[src/rtl/io_bridge.sv]
// Device-side bridge between the CPU in/out ports and byte-wide valid/ready streams.
// Outbound words pass through a small FIFO and are serialised LSB first; inbound bytes are assembled into words.
module io_bridge #(
  parameter int unsigned FIFO_DEPTH = 4
) (
  input  logic        clk,
  input  logic        clr,
  input  logic [31:0] out_word,
  input  logic        out_strobe,
  output logic [31:0] in_word,
  output logic        in_en,
  output logic [7:0]  tx_data,
  output logic        tx_valid,
  input  logic        tx_ready,
  input  logic [7:0]  rx_data,
  input  logic        rx_valid,
  output logic        rx_ready,
  output logic        overflow
);

  localparam int unsigned AW = (FIFO_DEPTH > 1) ? $clog2(FIFO_DEPTH) : 1;
  localparam int unsigned CW = AW + 1;
  localparam logic [CW-1:0] DEPTH_C = CW'(FIFO_DEPTH);

  typedef enum logic {TX_IDLE, TX_SEND} tx_state_e;
  typedef enum logic {RX_COLLECT, RX_PRESENT} rx_state_e;

  logic [31:0]   mem_q [FIFO_DEPTH];
  logic [31:0]   mem_d [FIFO_DEPTH];
  logic [AW-1:0] wr_ptr_q, wr_ptr_d;
  logic [AW-1:0] rd_ptr_q, rd_ptr_d;
  logic [CW-1:0] count_q, count_d;
  logic          overflow_q, overflow_d;
  logic          push, pop;

  tx_state_e     tx_state_q, tx_state_d;
  logic [31:0]   shift_q, shift_d;
  logic [1:0]    idx_q, idx_d;

  rx_state_e     rx_state_q, rx_state_d;
  logic [23:0]   asm_q, asm_d;
  logic [1:0]    cnt_q, cnt_d;
  logic [31:0]   in_word_q, in_word_d;

  // TX: pop on entry from IDLE, or on the edge that accepts byte 3 so words stream without a bubble
  always_comb begin
    tx_state_d = tx_state_q;
    shift_d    = shift_q;
    idx_d      = idx_q;
    pop        = 1'b0;
    tx_valid   = 1'b0;
    tx_data    = '0;
    unique case (tx_state_q)
      TX_IDLE: begin
        if (count_q != '0) begin
          pop        = 1'b1;
          shift_d    = mem_q[rd_ptr_q];
          idx_d      = '0;
          tx_state_d = TX_SEND;
        end
      end
      TX_SEND: begin
        tx_valid = 1'b1;
        tx_data  = shift_q[{idx_q, 3'b000} +: 8];
        if (tx_ready) begin
          if (idx_q == 2'd3) begin
            if (count_q != '0) begin
              pop     = 1'b1;
              shift_d = mem_q[rd_ptr_q];
              idx_d   = '0;
            end else begin
              tx_state_d = TX_IDLE;
            end
          end else begin
            idx_d = idx_q + 2'd1;
          end
        end
      end
      default: tx_state_d = TX_IDLE;
    endcase
  end

  always_comb begin
    mem_d      = mem_q;
    wr_ptr_d   = wr_ptr_q;
    rd_ptr_d   = rd_ptr_q;
    count_d    = count_q;
    push       = out_strobe && ((count_q != DEPTH_C) || pop);
    overflow_d = overflow_q || (out_strobe && !push);
    if (push) begin
      mem_d[wr_ptr_q] = out_word;
      wr_ptr_d        = wr_ptr_q + AW'(1);
    end
    if (pop) begin
      rd_ptr_d = rd_ptr_q + AW'(1);
    end
    unique case ({push, pop})
      2'b10:   count_d = count_q + CW'(1);
      2'b01:   count_d = count_q - CW'(1);
      default: count_d = count_q;
    endcase
  end

  // RX: the first three bytes shift in from the top, so after three they sit little-endian in asm_q
  always_comb begin
    rx_state_d = rx_state_q;
    asm_d      = asm_q;
    cnt_d      = cnt_q;
    in_word_d  = in_word_q;
    rx_ready   = 1'b0;
    in_en      = 1'b0;
    unique case (rx_state_q)
      RX_COLLECT: begin
        rx_ready = 1'b1;
        if (rx_valid) begin
          if (cnt_q == 2'd3) begin
            in_word_d  = {rx_data, asm_q};
            cnt_d      = '0;
            rx_state_d = RX_PRESENT;
          end else begin
            asm_d = {rx_data, asm_q[23:8]};
            cnt_d = cnt_q + 2'd1;
          end
        end
      end
      RX_PRESENT: begin
        in_en      = 1'b1;
        rx_state_d = RX_COLLECT;
      end
      default: rx_state_d = RX_COLLECT;
    endcase
  end

  always_ff @(posedge clk or negedge clr) begin
    if (!clr) begin
      for (int unsigned i = 0; i < FIFO_DEPTH; i++) begin
        mem_q[i] <= '0;
      end
      wr_ptr_q   <= '0;
      rd_ptr_q   <= '0;
      count_q    <= '0;
      overflow_q <= 1'b0;
      tx_state_q <= TX_IDLE;
      shift_q    <= '0;
      idx_q      <= '0;
      rx_state_q <= RX_COLLECT;
      asm_q      <= '0;
      cnt_q      <= '0;
      in_word_q  <= '0;
    end else begin
      mem_q      <= mem_d;
      wr_ptr_q   <= wr_ptr_d;
      rd_ptr_q   <= rd_ptr_d;
      count_q    <= count_d;
      overflow_q <= overflow_d;
      tx_state_q <= tx_state_d;
      shift_q    <= shift_d;
      idx_q      <= idx_d;
      rx_state_q <= rx_state_d;
      asm_q      <= asm_d;
      cnt_q      <= cnt_d;
      in_word_q  <= in_word_d;
    end
  end

  assign in_word  = in_word_q;
  assign overflow = overflow_q;

endmodule

[config.mk]
export PLATFORM = sky130hd
export DESIGN_NAME = io_bridge
export DESIGN_NICKNAME = d
export VERILOG_FILES = /design/src/rtl/io_bridge.sv
export SDC_FILE = /design/constraint.sdc
export NUM_CORES = 1
export LEC_CHECK = 0
export BUFFER_PORTS_ARGS = -buffer_cell sky130_fd_sc_hd__buf_4
export CORE_UTILIZATION = 40
export CTS_BUF_LIST = sky130_fd_sc_hd__clkbuf_4
export CTS_CLUSTER_SIZE = 12
export DETAILED_ROUTE_END_ITERATION = 7
export MAX_ROUTING_LAYER = met4
export PLACE_DENSITY_LB_ADDON = 0.15
export SLEW_MARGIN = 20
export SYNTH_ARGS = -nofsm -noshare
export SYNTH_HDL_FRONTEND = slang
export SYNTH_SLANG_ARGS = --single-unit
[constraint.sdc]
create_clock -name clk -period 2.08 [get_ports clk]
set_input_delay 0.208 -clock clk [delete_from_list [all_inputs] [get_ports clk]]
set_output_delay 0.208 -clock clk [all_outputs]
set_load 0.02 [all_outputs]
-- Yosys cells after proc, flatten, opt, wreduce, memory -nomap -nowiden
Cells that the tools add are included.
- register bits after elaboration: 230
- bits of input ports: 45
- output and inout bits: 44
- $add $sub $neg: 6
- magnitude comparators: 3
- equality and inequality tests: 7
- shift-type cells: 1
- muxes and demuxes: 30
- bitwise logic cells: 5
- reduce and logical (&&, ||, !) cells: 12
- operators by type and width (kind ; number):
    $mux 32 ; 6
    $bwmux 128 ; 1
    $bmux 32 s2 ; 1
    $demux 32 s2 ; 1
    $pmux 32 s2 ; 1
    $shiftx 32x6->8 ; 1
    $mux 1 ; 10
    $add 2x1->2 const B ; 4
    $mux 2 ; 4
    $mux 8 ; 1
    $eq 2x2->1 const B ; 3
    $ge 3x3->1 const B ; 2
    $not 2->3 ; 2
    $pmux 1 s2 ; 3
    $pmux 3 s2 ; 1
    $reduce_and 3->1 ; 2
    $pmux 2 s2 ; 1
    $reduce_and 2->1 ; 2
    $add 3x1->3 const B ; 1
    $logic_and 1x1->1 ; 3
    $lt 3x1->1 const B ; 1
    $ne 3x3->1 const B ; 1
    $not 1->1 ; 3
    $reduce_bool 3->1 ; 1
    7 further kinds ; 8

-- Depth between registers and ports, before layout
- depth after elaboration: 10
- mapped depth: 10
- depth with buffers taken out: 10

-- Worst setup path after synthesis
Ideal clock, no wire load.
- kind: reg-to-reg
- start: register idx_q[0]
- end: register count_q[2]
- data arrival time: 2.171 ns
- data required time: 2.001 ns
- slack: -0.170 ns
- stages on the path, launching flop included: 11
- buffers on the path: 0
- path through: dfrtp_1 -> ha_1 -> a21boi_2 -> a21boi_0 -> inv_1 -> ha_1 -> inv_1 -> fa_1 -> xor2_1 -> nor2_1 -> xor2_1
- longest elaborated chain between the ends: 8
- RTL lines (element ; line ; source):
    start, declared ; 38 ; logic [1:0] idx_q, idx_d;
    start signal, assigned ; 158 ; idx_q <= idx_d;
    $eq 2x2->1 * ; 66 ; if (idx_q == 2'd3) begin
    $mux 1 * ; 66 ;
    $mux 1 * ; 65 ; if (tx_ready) begin
    $pmux 1 s2 * ; 53 ; unique case (tx_state_q)
    $logic_or 1x1->1 ; 88 ; push = out_strobe && ((count_q != DEPTH_C) || pop);
    $logic_and 1x1->1 ; 88 ;
    $eq 2x1->1 / $eq 2x2->1 (equally long branches) ; 97 ; unique case ({push, pop})
    $pmux 3 s2 / $reduce_bool 2->1 (equally long branches) ; -- ;
    end signal, assigned ; 154 ; count_q <= count_d;
    end, declared ; 32 ; logic [CW-1:0] count_q, count_d;
Every way passes the cells marked *; elsewhere a longest branch is shown, timed or not.
A chain may end at the register's enable or synchronous reset.

-- Worst setup path in the final report
- start: register idx_q[0]
- end: output port tx_data[6]
- longest elaborated chain between the ends: 2
- RTL lines (element ; line ; source):
    $shiftx 32x6->8 ; 64 ; tx_data = shift_q[{idx_q, 3'b000} +: 8];
    $mux 8 ; 53 ;
    end, declared ; 12 ; output logic [7:0] tx_data,
No other way between the ends.

==> flow_summary.html <==
<table>
<tr><th>Metric</th><th>Value</th></tr>
<tr><th colspan="2">Status</th></tr>
<tr><td>Outcome</td><td>finished, violations left</td></tr>
<tr><td>Violated checks</td><td>negative setup slack</td></tr>
<tr><th colspan="2">Power</th></tr>
<tr><td>Clock share of power</td><td>22.0%</td></tr>
<tr><td>Cell internal pwr</td><td>14.5 mW</td></tr>
<tr><td>Power consumption</td><td>21.1 mW</td></tr>
<tr><td>Share of total power consumed by net switching</td><td>a little under a third</td></tr>
<tr><td>Highest ir drop seen on vdd</td><td>0.000822 V</td></tr>
<tr><td>Power per Cell Area</td><td>around 1700 mW/mm^2</td></tr>
<tr><td>NetSw</td><td>between 6 and 7 mW</td></tr>
<tr><td>Leak pwr</td><td>5.43 nW</td></tr>
<tr><td>Sequential cell fraction of total power</td><td>38.0%</td></tr>
<tr><td>Relative contribution of combinational cells to total power</td><td>roughly 40%</td></tr>
<tr><th colspan="2">Routing</th></tr>
<tr><td>Met1 wire length</td><td>slightly above 9000 um</td></tr>
<tr><td>Met2 WL</td><td>between 10000 and 15000 um</td></tr>
<tr><td>Post-route antenna net violation count</td><td>0</td></tr>
<tr><td>Total wirelength of the detailed-routed design</td><td>20900 um</td></tr>
<tr><td>Remaining DRCs</td><td>0</td></tr>
<tr><td>Detailed-route wire length per cell</td><td>18.2 um</td></tr>
<tr><td>Total number of vias</td><td>5700</td></tr>
<tr><td>Total length of routed met3 wires</td><td>between 1000 and 1500 um</td></tr>
<tr><td>Vias per std cell</td><td>4.97</td></tr>
<tr><td>Number of iterations in the first detailed-routing pass</td><td>4</td></tr>
<tr><td>Highest metal layer with signal wires</td><td>met4</td></tr>
<tr><td>Detailed Route Iter0 Violations</td><td>204</td></tr>
<tr><th colspan="2">Global routing</th></tr>
<tr><td>GRT Residual Overflow</td><td>0</td></tr>
<tr><td>Global routing usage summed across all routing layers</td><td>18.5%</td></tr>
<tr><td>Wire length of the first global-routing pass</td><td>33900 um</td></tr>
<tr><td>Largest net degree at the start of global routing</td><td>60</td></tr>
<tr><td>Number of antenna violations at the first check in global routing</td><td>1</td></tr>
<tr><td>Number of global-route vias before repair</td><td>roughly 6400</td></tr>
<tr><th colspan="2">Worst hold path</th></tr>
<tr><td>Path category of the worst min-delay check</td><td>primary input to async pin</td></tr>
<tr><th colspan="2">Clocking</th></tr>
<tr><td>Cts bufs inserted</td><td>between 60 and 70</td></tr>
<tr><td>CTS tree</td><td>built</td></tr>
<tr><td>Clock slew seen by the registers of the worst setup and hold paths</td><td>0.06 ns</td></tr>
<tr><td>Library cell used as clock root buffer</td><td>sky130_fd_sc_hd__clkbuf_4</td></tr>
<tr><td>Clock latency at the later pin of the worst-skew pair</td><td>0.64 ns</td></tr>
<tr><td>CTS max path bufs</td><td>3</td></tr>
<tr><td>Num Clock Sinks</td><td>230</td></tr>
<tr><td>Number of levels in the clock H-tree</td><td>3</td></tr>
<tr><th colspan="2">Die</th></tr>
<tr><td>Starting Density</td><td>41.3%</td></tr>
<tr><td>Chip width</td><td>159 um</td></tr>
<tr><td>Area inside the core boundary</td><td>0.0238 sq mm</td></tr>
<tr><td>Die Height</td><td>159 um</td></tr>
<tr><td>Standard-cell row count</td><td>56</td></tr>
<tr><td>Area of the die</td><td>0.0251 sq mm</td></tr>
<tr><td>Count of pins on the block boundary</td><td>89</td></tr>
<tr><th colspan="2">Worst setup path</th></tr>
<tr><td>CP endpoint kind</td><td>output port</td></tr>
<tr><td>Required arrival time at the worst endpoint</td><td>1.87 ns</td></tr>
<tr><td>Crit Path Max Fanout</td><td>9</td></tr>
<tr><td>Critical path class</td><td>flip-flop to output port</td></tr>
<tr><td>Endpoint arrival time on the critical path</td><td>~2 ns</td></tr>
<tr><td>Crit path launch type</td><td>flip-flop</td></tr>
<tr><th colspan="2">Timing</th></tr>
<tr><td>Actual slew at the worst max-slew pin</td><td>0.480 ns</td></tr>
<tr><td>Unrepaired setup endpoints after global routing</td><td>yes</td></tr>
<tr><td>Worst max-slew margin expressed relative to the limit</td><td>68.0%</td></tr>
<tr><td>Clock period minus final worst setup slack</td><td>2.21 ns</td></tr>
<tr><td>Number of endpoints with negative hold slack in the final report</td><td>0</td></tr>
<tr><td>Count of final setup violators</td><td>9</td></tr>
<tr><td>Number of max-slew violations in the final report</td><td>0</td></tr>
<tr><td>Crit path setup slack, layout</td><td>-0.131 ns</td></tr>
<tr><td>Post-Route Skew</td><td>0.0365 ns</td></tr>
<tr><td>Summed negative setup slack over all endpoints</td><td>-0.986 ns</td></tr>
<tr><td>Ratio of final minimum period to clock period</td><td>106%</td></tr>
<tr><td>Max Fclk</td><td>0.452 GHz</td></tr>
<tr><th colspan="2">Synth</th></tr>
<tr><td>Mean instance size in the synthesized netlist</td><td>between 15 and 20 sq um</td></tr>
<tr><td>Cells taking the most area after synthesis</td><td>sky130_fd_sc_hd__dfrtp_1 (59%), sky130_fd_sc_hd__mux2_2 (25%), sky130_fd_sc_hd__mux4_2 (9.2%), sky130_fd_sc_hd__buf_6 (1.5%), sky130_fd_sc_hd__ha_1 (0.89%)</td></tr>
<tr><td>Synthesized instance count</td><td>581</td></tr>
<tr><td>Cell taking the most area after synthesis</td><td>sky130_fd_sc_hd__dfrtp_1</td></tr>
<tr><td>Share of the synthesized area in the top cell type</td><td>58.7%</td></tr>
<tr><td>Post-synth top flop</td><td>sky130_fd_sc_hd__dfrtp_1</td></tr>
<tr><td>Number of distinct library cell variants in the gate-level netlist after synthesis</td><td>27</td></tr>
<tr><td>Post-synthesis net count</td><td>~630</td></tr>
<tr><td>Number of enable flip-flop cells after synthesis</td><td>0</td></tr>
<tr><td>Cell area after synthesis</td><td>between 0.009 and 0.01 sq mm</td></tr>
<tr><td>Sequential element share of the synthesized area</td><td>58.7%</td></tr>
<tr><td>Cell with the most instances after synthesis</td><td>sky130_fd_sc_hd__dfrtp_1</td></tr>
<tr><td>Most numerous cell types in the synthesized netlist</td><td>sky130_fd_sc_hd__dfrtp_1 (230), sky130_fd_sc_hd__mux2_2 (220), sky130_fd_sc_hd__mux4_2 (40), sky130_fd_sc_hd__buf_6 (13), sky130_fd_sc_hd__buf_2 (11)</td></tr>
<tr><td>Share of flip-flops with an asynchronous set or reset after synthesis</td><td>100%</td></tr>
<tr><td>Total of warnings raised by yosys</td><td>0</td></tr>
<tr><td>Flip-flop and latch count after synthesis</td><td>230</td></tr>
<tr><th colspan="2">Cells and area</th></tr>
<tr><td>Number of fill cells in the layout</td><td>1998</td></tr>
<tr><td>Combined flip-flop and latch cell area</td><td>0.00576 sq mm</td></tr>
<tr><td>Net count reported at finish</td><td>833</td></tr>
<tr><td>Ratio of cells with drive above 1 in the final layout</td><td>61.2%</td></tr>
<tr><td>Area of combinational cells with multiple inputs</td><td>0.00387 sq mm</td></tr>
<tr><td>Area growth, synth to finish</td><td>27.3%</td></tr>
<tr><th colspan="2">Place</th></tr>
<tr><td>Half-perimeter wire length after placement</td><td>13100 um</td></tr>
<tr><td>Buffers on Ports</td><td>88</td></tr>
<tr><td>Weighted congestion at the end of routability-driven global placement</td><td>roughly 0.7</td></tr>
<tr><td>Placement Setup Slack</td><td>0.0202 ns</td></tr>
<tr><th colspan="2">Job</th></tr>
<tr><td>Max-cap violations</td><td>0</td></tr>
</table>
placed cells by master, fill, tap and decap left out, types with 2 or more instances in the layout:
| master | Yosys | routed |
|---|---|---|
| sky130_fd_sc_hd__mux4_2 | 40 | 40 |
| sky130_fd_sc_hd__inv_1 | 9 | 9 |
| sky130_fd_sc_hd__buf_4 | 3 | 100 |
| sky130_fd_sc_hd__clkinv_1 | 0 | 12 |
| sky130_fd_sc_hd__a22o_1 | 2 | 2 |
| sky130_fd_sc_hd__buf_6 | 13 | 8 |
| sky130_fd_sc_hd__dlygate4sd3_1 | 0 | 43 |
| sky130_fd_sc_hd__xor2_1 | 4 | 4 |
| sky130_fd_sc_hd__buf_12 | 0 | 9 |
| sky130_fd_sc_hd__buf_8 | 0 | 2 |
| sky130_fd_sc_hd__ha_1 | 7 | 5 |
| sky130_fd_sc_hd__nand2_1 | 5 | 5 |
| sky130_fd_sc_hd__xnor2_1 | 2 | 2 |
| sky130_fd_sc_hd__nor2_1 | 3 | 3 |
| sky130_fd_sc_hd__dfrtp_1 | 230 | 229 |
| sky130_fd_sc_hd__nor2b_1 | 3 | 2 |
| sky130_fd_sc_hd__a31o_2 | 2 | 2 |
| sky130_fd_sc_hd__and2_4 | 0 | 8 |
| sky130_fd_sc_hd__a21oi_4 | 0 | 4 |
| sky130_fd_sc_hd__bufinv_16 | 0 | 5 |
| sky130_fd_sc_hd__clkbuf_4 | 0 | 96 |
| sky130_fd_sc_hd__mux2_2 | 220 | 220 |
final timing paths:
| kind | end | cells after the start | start | slack [ns] |
|---|---|---|---|---|
| max in group asynchronous | mem_q[117] | 3 | clr | 1.25 |
| setup / recovery | tx_data[6] | 4 | idx_q[0] | -0.13 |
| hold / removal | mem_q[69] | 2 | clr | 0.07 |
| min in group clk | cnt_q[1] | 3 | rx_valid | 0.10 |
| hold reg to reg | overflow | 1 | overflow | 0.49 |
| setup reg to reg | count_q[2] | 11 | idx_q[0] | -0.05 |
what timing repair did:
| item | in CTS | in global routing |
|---|---|---|
| hold endpoints to repair | 378 | 0 |
| resized for setup | 21 | 3 |
| setup buffers | 2 | 5 |
| hold buffers | 43 | 0 |
| setup endpoints to repair | 8 | 10 |
| pin swaps | 0 | 3 |
layout make-up:
cell class                      count  area share, %
Multi-Input combinational cell    310           31.0
Clock buffer                       96           5.78
Clock inverter                     20           1.71
Timing Repair Buffer              162           11.9
Tap cell                          319           3.20
Inverter                            9          0.271
Sequential cell                   230           46.1
Antenna cell                        1         0.0201
state kept, by name (all words and copies together), names as in the netlist, 2 cells and up:
register and count:
wr_ptr_q 2, in_word 32, count_q 3, rd_ptr_q 2, mem_q 128, idx_q 2
shift_q 32, cnt_q 2, asm_q 24
metal layers:
metal,vias to the layer above,track usage (%)
li1,2558,-
met1,2972,22.5
met2,134,29.4
met3,36,4.60
met4,0,7.83
met5,-,-
stage by stage:
step,util [%],area (sq um),hold WS [ns],std cells
finish,52.5,12500,0.0705,1147
CTS,52.3,12400,0.0295,1141
floorplan,-,9820,-0.0876,581
detailed placement,46.2,11000,0.178,980
global placement,46.2,11000,0.170,980
global route,52.5,12500,0.0611,1147
power groups by stage:
stage	clock [mW]	combinational [mW]	sequential (mW)
3_3_place_gp	0	7.96	7.91
6_report	4.63	8.45	8.02
4_1_cts	4.82	8.56	8.05
3_5_place_dp	0	8.17	8.10
2_1_floorplan	0	5.48	8.05
5_1_grt	5.08	9.07	8.34
critical path, stage by stage, from the launching register on:
cell and delay [ns]:
sky130_fd_sc_hd__dfrtp_1 0.39, sky130_fd_sc_hd__buf_12 0.16, sky130_fd_sc_hd__mux4_2 0.50, sky130_fd_sc_hd__and2_4 0.19
sky130_fd_sc_hd__buf_6 0.13
cells by family (layout without fill, tap and decap cells):
logic type	count (synthesis)	in the layout	share of synthesized area [%]
XOR/XNOR	6	6	0.536
flip-flops	230	230	58.7
AND/OR/NAND/NOR	24	24	1.39
buffers and inverters	41	287	2.82
other	0	1	0
AO/OA/AOI/OAI	11	11	0.830
adder cells (fa/ha/maj)	8	8	1.10
multiplexers	261	261	34.6
Note: power is estimated with default switching activity, not from simulation.
